===== src/rtl/uart_pkg.sv =====
// ----------------------------------------------------------------------------
// uart_pkg
//   Definitions shared by the UART transmit and receive paths. Keeping the
//   parity encoding here means TX parity generation and RX parity checking
//   cannot drift apart.
//
//   Contents:
//     UART_DATA_WIDTH : default number of data bits per frame
//     PAR_ODD/PAR_EVEN: encoding of the par_typ control bit
//     uart_state_e    : frame FSM states (IDLE, START, DATA, PARITY, STOP)
// ----------------------------------------------------------------------------
package uart_pkg;

    localparam int UART_DATA_WIDTH = 8;

    localparam logic PAR_ODD  = 1'b1;
    localparam logic PAR_EVEN = 1'b0;

    typedef enum logic [2:0] {
        IDLE   = 3'd0,
        START  = 3'd1,
        DATA   = 3'd2,
        PARITY = 3'd3,
        STOP   = 3'd4
    } uart_state_e;

endpackage


===== src/rtl/uart_tx_serializer.sv =====
// ----------------------------------------------------------------------------
// uart_tx_serializer
//   Data-bit shift register and bit counter for the UART transmitter.
//   Loads the whole byte on accept, shifts right (LSB first) on each
//   bit-advance strobe while the FSM is in DATA.
//
//   Ports:
//     clk, rst_n   : clock, asynchronous active-low reset
//     load_i       : capture data_i and clear the bit counter
//     shift_i      : advance to the next data bit
//     data_i       : byte to serialize
//     ser_bit_o    : data bit that will be on the line after this edge
//     ser_done_o   : the bit currently being sent is the last data bit
// ----------------------------------------------------------------------------
module uart_tx_serializer
    import uart_pkg::*;
#(
    parameter int DATA_WIDTH = UART_DATA_WIDTH
) (
    input  logic                  clk,
    input  logic                  rst_n,
    input  logic                  load_i,
    input  logic                  shift_i,
    input  logic [DATA_WIDTH-1:0] data_i,
    output logic                  ser_bit_o,
    output logic                  ser_done_o
);

    localparam int CNT_W = (DATA_WIDTH > 1) ? $clog2(DATA_WIDTH) : 1;

    logic [DATA_WIDTH-1:0] shift_q, shift_d;
    logic [CNT_W-1:0]      bit_cnt_q, bit_cnt_d;

    assign ser_done_o = (bit_cnt_q == CNT_W'(DATA_WIDTH - 1));

    always_comb begin
        shift_d   = shift_q;
        bit_cnt_d = bit_cnt_q;
        if (load_i) begin
            shift_d   = data_i;
            bit_cnt_d = '0;
        end else if (shift_i) begin
            shift_d   = shift_q >> 1;
            bit_cnt_d = ser_done_o ? '0 : bit_cnt_q + 1'b1;
        end
    end

    // The line register in the top samples this, so it must be the
    // post-shift LSB rather than the current one.
    assign ser_bit_o = shift_d[0];

    always_ff @(posedge clk or negedge rst_n) begin
        if (!rst_n) begin
            shift_q   <= '0;
            bit_cnt_q <= '0;
        end else begin
            shift_q   <= shift_d;
            bit_cnt_q <= bit_cnt_d;
        end
    end

endmodule


===== src/rtl/uart_tx.sv =====
// ----------------------------------------------------------------------------
// uart_tx
//   UART transmitter: start bit, DATA_WIDTH data bits LSB first, optional
//   parity bit, stop bit(s). Each bit lasts max(prescale,1) clk cycles.
//   Build option: define UART_TX_STOP2_EN for two stop bits (default one).
//
//   Ports:
//     clk, rst_n  : clock, asynchronous active-low reset
//     tx_data     : byte to send, taken when tx_valid && tx_ready
//     tx_valid    : tx_data valid; ignored while a frame is in progress
//     par_en      : 1 = append parity bit
//     par_typ     : PAR_ODD / PAR_EVEN
//     prescale    : clk cycles per bit (0 behaves as 1)
//     tx_ready    : idle, can accept a byte (registered)
//     busy        : frame in progress, always !tx_ready (registered)
//     tx_out      : serial line, idle high (registered)
// ----------------------------------------------------------------------------
module uart_tx
    import uart_pkg::*;
#(
    parameter int DATA_WIDTH = UART_DATA_WIDTH,
    parameter int PRESCALE_W = 6
) (
    input  logic                  clk,
    input  logic                  rst_n,
    input  logic [DATA_WIDTH-1:0] tx_data,
    input  logic                  tx_valid,
    input  logic                  par_en,
    input  logic                  par_typ,
    input  logic [PRESCALE_W-1:0] prescale,
    output logic                  tx_ready,
    output logic                  busy,
    output logic                  tx_out
);

`ifdef UART_TX_STOP2_EN
    localparam logic STOP2 = 1'b1;
`else
    localparam logic STOP2 = 1'b0;
`endif

    uart_state_e           state_q, state_d;
    logic [PRESCALE_W-1:0] pm1_q;      // bit time minus one
    logic [PRESCALE_W-1:0] cnt_q;
    logic                  par_en_q;
    logic                  par_bit_q;
    logic                  stop_cnt_q; // second stop bit in progress
    logic                  tx_out_q, tx_out_d;
    logic                  tx_ready_q;
    logic                  busy_q;

    logic                  load, shift_en, adv, stop_last;
    logic                  par_calc;
    logic [PRESCALE_W-1:0] prescale_m1;
    logic                  ser_bit, ser_done;

    assign prescale_m1 = (prescale == '0) ? '0 : prescale - 1'b1;
    assign adv         = (state_q != IDLE) && (cnt_q == pm1_q);
    assign stop_last   = STOP2 ? stop_cnt_q : 1'b1;

    always_comb begin
        par_calc = ^tx_data;
        case (par_typ)
            PAR_ODD:  par_calc = ~^tx_data;
            PAR_EVEN: par_calc = ^tx_data;
            default:  par_calc = ^tx_data;
        endcase
    end

    uart_tx_serializer #(
        .DATA_WIDTH (DATA_WIDTH)
    ) u_ser (
        .clk        (clk),
        .rst_n      (rst_n),
        .load_i     (load),
        .shift_i    (shift_en),
        .data_i     (tx_data),
        .ser_bit_o  (ser_bit),
        .ser_done_o (ser_done)
    );

    always_comb begin
        state_d  = state_q;
        load     = 1'b0;
        shift_en = 1'b0;
        case (state_q)
            IDLE: begin
                if (tx_valid) begin
                    state_d = START;
                    load    = 1'b1;
                end
            end
            START: begin
                if (adv) state_d = DATA;
            end
            DATA: begin
                if (adv) begin
                    shift_en = 1'b1;
                    if (ser_done) state_d = par_en_q ? PARITY : STOP;
                end
            end
            PARITY: begin
                if (adv) state_d = STOP;
            end
            STOP: begin
                if (adv && stop_last) state_d = IDLE;
            end
            default: state_d = IDLE;
        endcase

        // Line value is decoded from the next state so tx_out can be a
        // plain register and changes on the same edge as the state.
        tx_out_d = 1'b1;
        case (state_d)
            START:   tx_out_d = 1'b0;
            DATA:    tx_out_d = ser_bit;
            PARITY:  tx_out_d = par_bit_q;
            default: tx_out_d = 1'b1;
        endcase
    end

    always_ff @(posedge clk or negedge rst_n) begin
        if (!rst_n) begin
            state_q    <= IDLE;
            tx_out_q   <= 1'b1;
            tx_ready_q <= 1'b1;
            busy_q     <= 1'b0;
        end else begin
            state_q    <= state_d;
            tx_out_q   <= tx_out_d;
            tx_ready_q <= (state_d == IDLE);
            busy_q     <= (state_d != IDLE);
        end
    end

    always_ff @(posedge clk or negedge rst_n) begin
        if (!rst_n) begin
            pm1_q      <= '0;
            cnt_q      <= '0;
            par_en_q   <= 1'b0;
            par_bit_q  <= 1'b0;
            stop_cnt_q <= 1'b0;
        end else begin
            if (load) begin
                pm1_q     <= prescale_m1;
                par_en_q  <= par_en;
                par_bit_q <= par_calc;
            end

            if (load || adv)           cnt_q <= '0;
            else if (state_q != IDLE)  cnt_q <= cnt_q + 1'b1;

            if (load)                          stop_cnt_q <= 1'b0;
            else if (adv && state_q == STOP)   stop_cnt_q <= 1'b1;
        end
    end

    assign tx_out   = tx_out_q;
    assign tx_ready = tx_ready_q;
    assign busy     = busy_q;

endmodule


===== config.mk =====
export PLATFORM = sky130hd
export DESIGN_NAME = uart_tx
export DESIGN_NICKNAME = d
export VERILOG_FILES = /design/src/rtl/uart_pkg.sv /design/src/rtl/uart_tx_serializer.sv /design/src/rtl/uart_tx.sv
export SDC_FILE = /design/constraint.sdc
export NUM_CORES = 1
export LEC_CHECK = 0
export BUFFER_PORTS_ARGS = -buffer_cell sky130_fd_sc_hd__buf_2
export CORE_ASPECT_RATIO = 1.5
export CORE_MARGIN = 3
export CORE_UTILIZATION = 35
export CTS_BUF_LIST = sky130_fd_sc_hd__clkbuf_8
export CTS_CLUSTER_DIAMETER = 40
export DETAILED_ROUTE_END_ITERATION = 6
export PLACE_DENSITY = 0.61
export SLEW_MARGIN = 20
export SYNTH_ARGS = -nofsm -noshare
export SYNTH_HDL_FRONTEND = slang
export SYNTH_HIERARCHICAL = 1
export SYNTH_SLANG_ARGS = --single-unit

===== constraint.sdc =====
create_clock -name clk -period 2.24 [get_ports clk]
set_input_delay 0.224 -clock clk [delete_from_list [all_inputs] [get_ports clk]]
set_output_delay 0.224 -clock clk [all_outputs]
set_load 0.02 [all_outputs]

# == Word level (Yosys, flattened, before mapping) ==
# Cells that the tools add are included.
# totals
ff_bits,31
in_bits,19
output_inout_bits,3
elab_cells,57
# classes
n_addsub,3
n_eq_ne,9
n_mux,22
n_bitwise,1
n_reduce_logical,11
# op_table
operator,n
two-way mux 3 bit,10
two-way mux 6 bit,3
two-way mux 8 bit,2
case mux 3 bit (5 select lines),1
"== test 3 x 2 -> 1 bit, second input constant",4
XNOR reduction 8 bit,1
XOR reduction 8 bit,1
"adder 6 x 1 -> 6 bit, second input constant",1
"== test 3 x 1 -> 1 bit, second input constant",2
"== test 3 bit, second input constant",2
== test 6 bit,1
logical NOT 3 bit,2
logical NOT 6 bit,1
nonzero test 3 bit,2
"subtractor 6 x 1 -> 6 bit, second input constant",1
two-way mux 1 bit,4
nonzero test 2 bit,2
"adder 3 x 1 -> 3 bit, second input constant",1
case mux 1 bit (3 select lines),1
case mux 1 bit (2 select lines),1
logical AND 1 bit,1
logical OR 1 bit,1
inverter 1 bit,1

# == Logic depth before layout (Yosys ltp) ==
# Gate-level depths: netlist (run 1).
# logic_depth
depth_word,7
mapped_depth,11
depth_no_buf,8

# == Hierarchy ==
# The synthesis (run 1) kept the hierarchy.
# by_module_without_submodules
module,n_inst,cells_each,area_per_inst_um2,seq_area_each_um2
uart_tx,1,120,1124.8,503.0
uart_tx_serializer,1,47,511.7,275.3

# == Least setup slack after synthesis (run 1) ==
# Ideal clock, no wire load.
# synth_path
path_kind,register -> register
from,register cnt_q[3]
to,register tx_out_q (netlist: tx_out)
setup_ns,0.082
arrival_ns,2.029
path_slack_ns,0.129
stages_incl_launch_ff,10
n_path_buf,1
synth_period_minus_slack_ns,2.111
path_cell_list,dfrtp_1 xnor2_1 nand4_1 or2_1 nor4b_1 buf_4 mux2i_1 o21ai_1 a21oi_1 mux2i_1
# synth_via
elab_chain_len,7
elab_cells_between_ends,15
# synth_rtl
item,line,source
start: declaration,uart_tx.sv:44,logic [PRESCALE_W-1:0] cnt_q;
start signal: assignment,uart_tx.sv:151,else if (state_q != IDLE) cnt_q <= cnt_q + 1'b1;
== test 6 bit,uart_tx.sv:58,assign adv = (state_q != IDLE) && (cnt_q == pm1_q);
logical AND 1 bit,uart_tx.sv:58,
two-way mux 1 bit,uart_tx.sv:97,if (adv) begin
two-way mux 1 bit,uart_tx.sv:86,case (state_q)
via shift_en,uart_tx.sv:52,"logic load, shift_en, adv, stop_last;"
two-way mux 8 bit,uart_tx_serializer.sv:42,end else if (shift_i) begin
two-way mux 8 bit,uart_tx_serializer.sv:39,if (load_i) begin
via ser_bit,uart_tx.sv:55,"logic ser_bit, ser_done;"
case mux 1 bit (3 select lines),uart_tx.sv:114,case (state_d)
via tx_out_d,uart_tx.sv:48,"logic tx_out_q, tx_out_d;"
end signal: assignment,uart_tx.sv:130,tx_out_q <= tx_out_d;
end: declaration,uart_tx.sv:48,
# The timed path passes the listed nets, and every way through them passes these cells. The select of a mux whose other input is x is not followed.
# A chain may end at the register's enable or synchronous reset.

# == Worst setup path in the final report (run 1) ==
# layout_path
from,register cnt_q[4]
to,register tx_out_q (netlist: tx_out)
# The elaborated chain is that of the path after synthesis.

==> results of run 1 <==
## worst max-delay path, stage by stage, from the launching register on
cell and delay (ns):
dfrtp_1 0.41, xnor2_1 0.18, nand4_1 0.16, or2_1 0.26
nor4b_2 0.25, buf_4 0.19, mux2i_1 0.18, o21ai_1 0.09
a21oi_1 0.13, mux2i_1 0.08
## cell type report
class	instances	area, um^2
fill	430	2390
multi-input combinational	124	810
sequential	31	778
timing repair buffer	33	195
clock buffer	7	96.3
tap	46	57.6
inverter	6	22.5
clock inverter	1	7.51
## cell families after synthesis
logic type / count (synthesis)
buffers and inverters: 12
multiplexers: 11
XOR/XNOR: 22
AND/OR/NAND/NOR: 57
AO/OA/AOI/OAI: 29
flip-flops: 31
adder cells (fa/ha/maj): 5
## routing by layer
metal  track usage, %  vias to the layer above  share of wire, %
li1                 -                      628                 -
met1             15.7                      561                42
met2             20.2                       16                52
met3             3.44                        7               3.2
met4             6.37                        0               3.0
met5                0                        -                 0
## sequential cells by signal, indices dropped and copies added (netlist names)
| name | count |
|---|---|
| par_bit_q | 1 |
| u_ser/shift_q | 8 |
| pm1_q | 6 |
| u_ser/bit_cnt_q | 3 |
| par_en_q | 1 |
| tx_ready | 1 |
| cnt_q | 6 |
| state_q | 3 |
| busy | 1 |
| tx_out | 1 |
## layout by cell type, fill, tap and decap left out, drive strengths merged
master	n
dfstp	2
a21o	1
a21bo	1
mux2i	10
clkinvlp	1
buf	33
o21ai	18
nor4b	1
nor4	1
or3	1
o31ai	2
inv	6
nand4	2
nand3	2
or4	1
o32ai	1
a21oi	4
nand2b	3
nand2	25
nor2b	2
dfrtp	29
nor3	3
a31oi	1
nand3b	1
a31o	1
or3b	1
ha	5
or2	1
xnor2	16
mux2	1
nor2	13
xor2	6
clkbuf	7
## through the flow
stage,hold slack (ns),instances
final,-0.0288,248
after global routing,0.0178,248
after CTS,0.00262,243
after detailed placement,0.310,235
after global placement,0.307,235
after floorplan,-0.0716,167
## how the worst max path moves through the flow
stage,end,slack (ns)
6_report,tx_out,0.24
5_1_grt,tx_out,0.02
4_1_cts,tx_out,0.17
3_5_place_dp,tx_out,0.17
3_3_place_gp,tx_out,0.20
2_1_floorplan,tx_out,0.13
## where the power goes
part	switching, W	total (W)	internal (W)
sequential	0.000192	0.00101	0.000814
clock	0.000216	0.000496	0.000279
combinational	0.000373	0.000760	0.000387
total	0.000782	0.00226	0.00148
==> flow_summary.ini, run 1 <==
[outcome]
status = finished, violations left
violations = negative hold slack

[synthesis]
synth_xor_area_share_pct = 11.8
synthFlopType = dfrtp_1
synth_top_family_by_area = simple AND/OR/NAND/NOR gates
synth_async_sr_flop_share_pct = 100
synth_warnings = 6
syn-num-nets = 191
synthSimpleGateAreaFrac_pct = 16.3
synth_cells = 167
synth_mux_area_share_pct = 7.03
netlist_top_cells_area = dfrtp_1 44%, xnor2_1 8.6%, mux2i_1 6.1%
yosys.area_share.adder_pct = 3.82
synth_most_common_cell = dfrtp_1
synth-edff-count = 0
netlist_top_cells_count = 29 x dfrtp_1, 25 x nand2_1, 16 x xnor2_1
yosysUniqueCellTypes = 34
synth_top_area_share_pct = 44.3
yosys.area.top_type = dfrtp_1
avgSynthCellArea_um2 = 9.80
synth_area_mm2 = 0.00164
ys_seq_area_share_pct = 47.6
synth_compound_area_share_pct = 10.2
synth-seq-cells = 31

[power_and_ir_drop]
vdd_drop_max_uv = 502
leakagePower_nw = 0.888
fin_total_pwr_w = 0.00226
p_per_area_mw_per_mm2 = 1150

[timing]
worst_pin_slew_ns = 0.671
drv_slew = 0
max_freq_mhz = 499
timing.final.crit_period_ns = 2.00
rsz0062_at_grt = false
slew_headroom_pct = 55.3
fin_crit_sh_pct = 89.4
tns_ns = 0
hold_viol = 29
skew_ns = 0.00552
whs_ns = -0.0288
setup_violations = 0
setup_slack_ns = 0.237

[die]
io_pins = 22
fp.dieW_um = 61.8
dieHeight_um = 89.8
rows = 29
start_util_pct = 37.6
fp.coreArea_mm2 = 0.00435
die_area_mm2 = 0.00555

[place]
placed_cell_area_mm2 = 0.00183
place_hpwl_um = 2320
dp_slack_ns = 0.171
place_congestion = 0.812
port-buffer-count = 21

[grt]
grt_usage_pct = 12.9
globalRouteOverflowTotal = 0
antenna_found_initial = 0
grt_pass1_vias = 1222
grt_pass1_wl_um = 5360
grt_max_degree = 32

[detailed_routing]
drtIter0Drc = 17
vias = 1212
routed_wl_um = 3040
drt_pass1_iterations = 4
avgRoutedWirePerCell_um = 12.3
post-route-drc-count = 0
ant_nets = 0
vias_per_cell = 4.89

[clocking]
cts_setup_buffers = 0
numCtsBuffers = 5
cts_hold_buf = 0
clk_pin_slew_worst_paths_ns = 0.07
cts.root.buffer_cell = clkbuf_8
clock_latency_ns = 0.29
cts_tree = done
clkSinkCount = 31
cts_resized = 0
clk_path_buf_depth = 2
htreeDepth = 2

[critical_path]
r2r_start = cnt_q[4]
cp_max_fo = 7
regToRegEndpoint = tx_out
cp.required_ns = 2.46
path_class = reg -> reg
reg2reg_setup_slack_ns = 0.24
cp-startpoint = cnt_q[4]
reg2reg_depth = 9
crit_path_start_kind = register
cp-end-kind = register
cp.arrival_ns = 2.22

[cells_and_area]
syn_to_final_growth_pct = 20.2
drive_gt1_share_pct = 23.3
fin_util_pct = 45.2
n_antenna_cell = 0
fin_area_mm2 = 0.00197
nNetsFinal = 225

[min_path]
hold_path_class = in -> async

[run]
maxCapViolCount = 0
Note: power is estimated with default switching activity, not from simulation.
==> run 2: changes to the inputs <==
--- a/config.mk
+++ b/config.mk
@@ -5,14 +5,14 @@
 export SDC_FILE = /design/constraint.sdc
 export NUM_CORES = 1
 export LEC_CHECK = 0
-export BUFFER_PORTS_ARGS = -buffer_cell sky130_fd_sc_hd__buf_2
 export CORE_ASPECT_RATIO = 1.5
 export CORE_MARGIN = 3
 export CORE_UTILIZATION = 35
 export CTS_BUF_LIST = sky130_fd_sc_hd__clkbuf_8
 export CTS_CLUSTER_DIAMETER = 40
 export DETAILED_ROUTE_END_ITERATION = 6
-export PLACE_DENSITY = 0.61
+export DONT_BUFFER_PORTS = 1
+export PLACE_DENSITY = 0.57
 export SLEW_MARGIN = 20
 export SYNTH_ARGS = -nofsm -noshare
 export SYNTH_HDL_FRONTEND = slang
==> run 2 against run 1 <==
Effect of this change:
- the run now ends clean
- design area decreased by 4.9%
- non-clock buffer count is 23 lower
- flip-flop and latch count stayed put
- critical path depth shrank 2
- combinational power decreased by 6.6%
- sequential power is essentially flat
- utilization shrank 2.2 points
- maximum frequency shrank 0.10%
- global-route usage rose by 1.0 points
- routed wire length rose by 1.7%
- via count fell by 4.5%
- critical path type unchanged
- largest cell class unchanged
- largest power group unchanged
- highest routed layer unchanged
==> flow_summary.ini, run 2 (synthesized netlist as in run 1, its figures left out) <==
[power_and_ir_drop]
pwr-share-comb_pct = 31.8
power_frac_seq_pct = 46.5
p_int_w = 0.00146
leakagePower_nw = 0.800
p_sw_w = 0.000773
vdd_drop_max_uv = 453
p_per_area_mw_per_mm2 = 1190
clkPwrFrac_pct = 21.7
p_sw_share_pct = 34.6

[cells_and_area]
drive_gt1_share_pct = 12.8
fin_area_mm2 = 0.00187
largest_register_ffs = 8
top_regs = u_ser/shift_q x8, cnt_q x6, pm1_q x6
syn_to_final_growth_pct = 14.3
nNetsFinal = 202
n_antenna_cell = 0
layout_common_cells = 29 x dfrtp_1, 25 x nand2_1, 16 x xnor2_1, 13 x nor2_1, 11 x o21ai_0
largest-register = u_ser/shift_q
final_common_cell = dfrtp_1

[outcome]
status = finished clean

[timing]
setup_violations = 0
fin_crit_sh_pct = 89.5
timing.final.crit_period_ns = 2.00
skew_ns = 0.00441
setup_slack_ns = 0.235
drv_slew = 0
worst_pin_slew_ns = 0.409
whs_ns = 0.0515
slew_headroom_pct = 72.5
rsz0062_at_grt = false
tns_ns = 0
max_freq_mhz = 499
hold_viol = 0

[place]
placed_cell_area_mm2 = 0.00173
place_hpwl_um = 2390
dp_slack_ns = 0.155
port-buffer-count = 0
place_congestion = 0.829

[run]
maxCapViolCount = 0

[critical_path]
cp_top_family = simple AND/OR/NAND/NOR gates
worstPathCellList = xnor2_1 > nand2_1 > or2_1 > nor4b_4 > buf_4 > mux2i_1 > o21ai_1
reg2reg_setup_slack_ns = 0.24
cp-end-kind = register
cp.required_ns = 2.41
reg2reg_depth = 7
crit_path_start_kind = register
cp_max_fo = 7
crit_buf_inv = 1
regToRegEndpoint = u_ser/shift_q[2]
cp.arrival_ns = 2.17
cp_slowest_cell = dfrtp_1
max_stage_delay_ns = 0.44
path_class = reg -> reg
r2r_start = cnt_q[0]

[clocking]
cts.root.buffer_cell = clkbuf_8
clk_path_buf_depth = 2
clock_latency_ns = 0.28
clkSinkCount = 31
cts_tree = done
clk_pin_slew_worst_paths_ns = 0.06
htreeDepth = 2
numCtsBuffers = 5

[grt]
grt_pass1_wl_um = 5800
globalRouteOverflowTotal = 0
antenna_found_initial = 0
grt_usage_pct = 13.9
grt_max_degree = 32
grt_pass1_vias = 1243

[die]
fp.coreArea_mm2 = 0.00435
dieHeight_um = 89.8
fp.dieW_um = 61.8
rows = 29
die_area_mm2 = 0.00555
start_util_pct = 37.6
io_pins = 22

[detailed_routing]
vias_per_cell = 5.14
met1_length_um = 1360
drtIter0Drc = 45
wl_met3_um = 131
wl_met2_um = 1520
dr.max_layer_used = met4
routed_wl_um = 3090
vias = 1157
avgRoutedWirePerCell_um = 13.8
ant_nets = 0
post-route-drc-count = 0
drt_pass1_iterations = 4

[min_path]
hold_path_class = in -> reg
whs_endpoint = pm1_q[0]
hold-path-cell-count = 1
min_from = prescale[0]
==> run 2: cell types whose count changed in the layout (fill, tap and decap cells not counted) <==
| cell | previous run | this run |
|---|---|---|
| buf_2 | 21 | 0 |
| buf_12 | 0 | 1 |
| buf_4 | 12 | 8 |
| nor4b_4 | 0 | 1 |
| nor4b_2 | 1 | 0 |
| dlygate4sd3_1 | 0 | 1 |
==> run 2: worst register-to-register path, cell delays in order (launching register included) <==
cell	delay, ns
dfrtp_1	0.44
xnor2_1	0.18
nand2_1	0.12
or2_1	0.29
nor4b_4	0.36
buf_4	0.24
mux2i_1	0.20
o21ai_1	0.07
==> run 2: repair_timing <==
item	in CTS	in global routing
endpoints found under the setup margin	0	2
gates resized for setup	0	1
hold buffers	2	0
hold endpoints to repair	31	0
setup buffers	0	0
==> run 2: area by class of cell <==
class	count	area, um^2
Sequential cell	31	778
Multi-Input combinational cell	124	818
Fill cell	442	2480
Inverter	6	22.5
Clock inverter	1	7.51
Tap cell	46	57.6
Timing Repair Buffer	10	90.1
Clock buffer	7	96.3
==> run 2: power groups by stage <==
| stage | clock network, W | registers (W) | logic (W) |
|---|---|---|---|
| 2_1_floorplan | 0 | 0.000978 | 0.000565 |
| 4_1_cts | 0.000502 | 0.00104 | 0.000720 |
| 6_report | 0.000485 | 0.00104 | 0.000710 |
| 3_5_place_dp | 0 | 0.00105 | 0.000700 |
| 3_3_place_gp | 0 | 0.00104 | 0.000666 |
| 5_1_grt | 0.000527 | 0.00107 | 0.000836 |
==> run 2: metrics by stage <==
stage	instances	total power, W	utilization [%]
after floorplan	167	0.00154	-
after global placement	215	0.00170	39.7
after detailed placement	215	0.00175	39.7
after CTS	225	0.00226	42.8
after global routing	225	0.00244	43.0
final	225	0.00223	43.0
==> run 2: metal layers <==
metal / up-vias / track usage [%]
li1: 586 / -
met3: 7 / 3.58
met4: 0 / 8.67
met1: 543 / 18.2
met2: 21 / 19.8
met5: - / 0
==> run 2: worst max path at each step <==
stage	start	end	slack, ns	cells past startpoint
finish	cnt_q[0]	u_ser/shift_q[2]	0.24	7
global placement	cnt_q[0]	u_ser/shift_q[5]	0.18	7
detailed placement	cnt_q[0]	u_ser/shift_q[5]	0.15	7
global route	cnt_q[0]	tx_out	0.08	8
floorplan	cnt_q[3]	tx_out	0.13	9
CTS	cnt_q[0]	u_ser/shift_q[5]	0.13	7
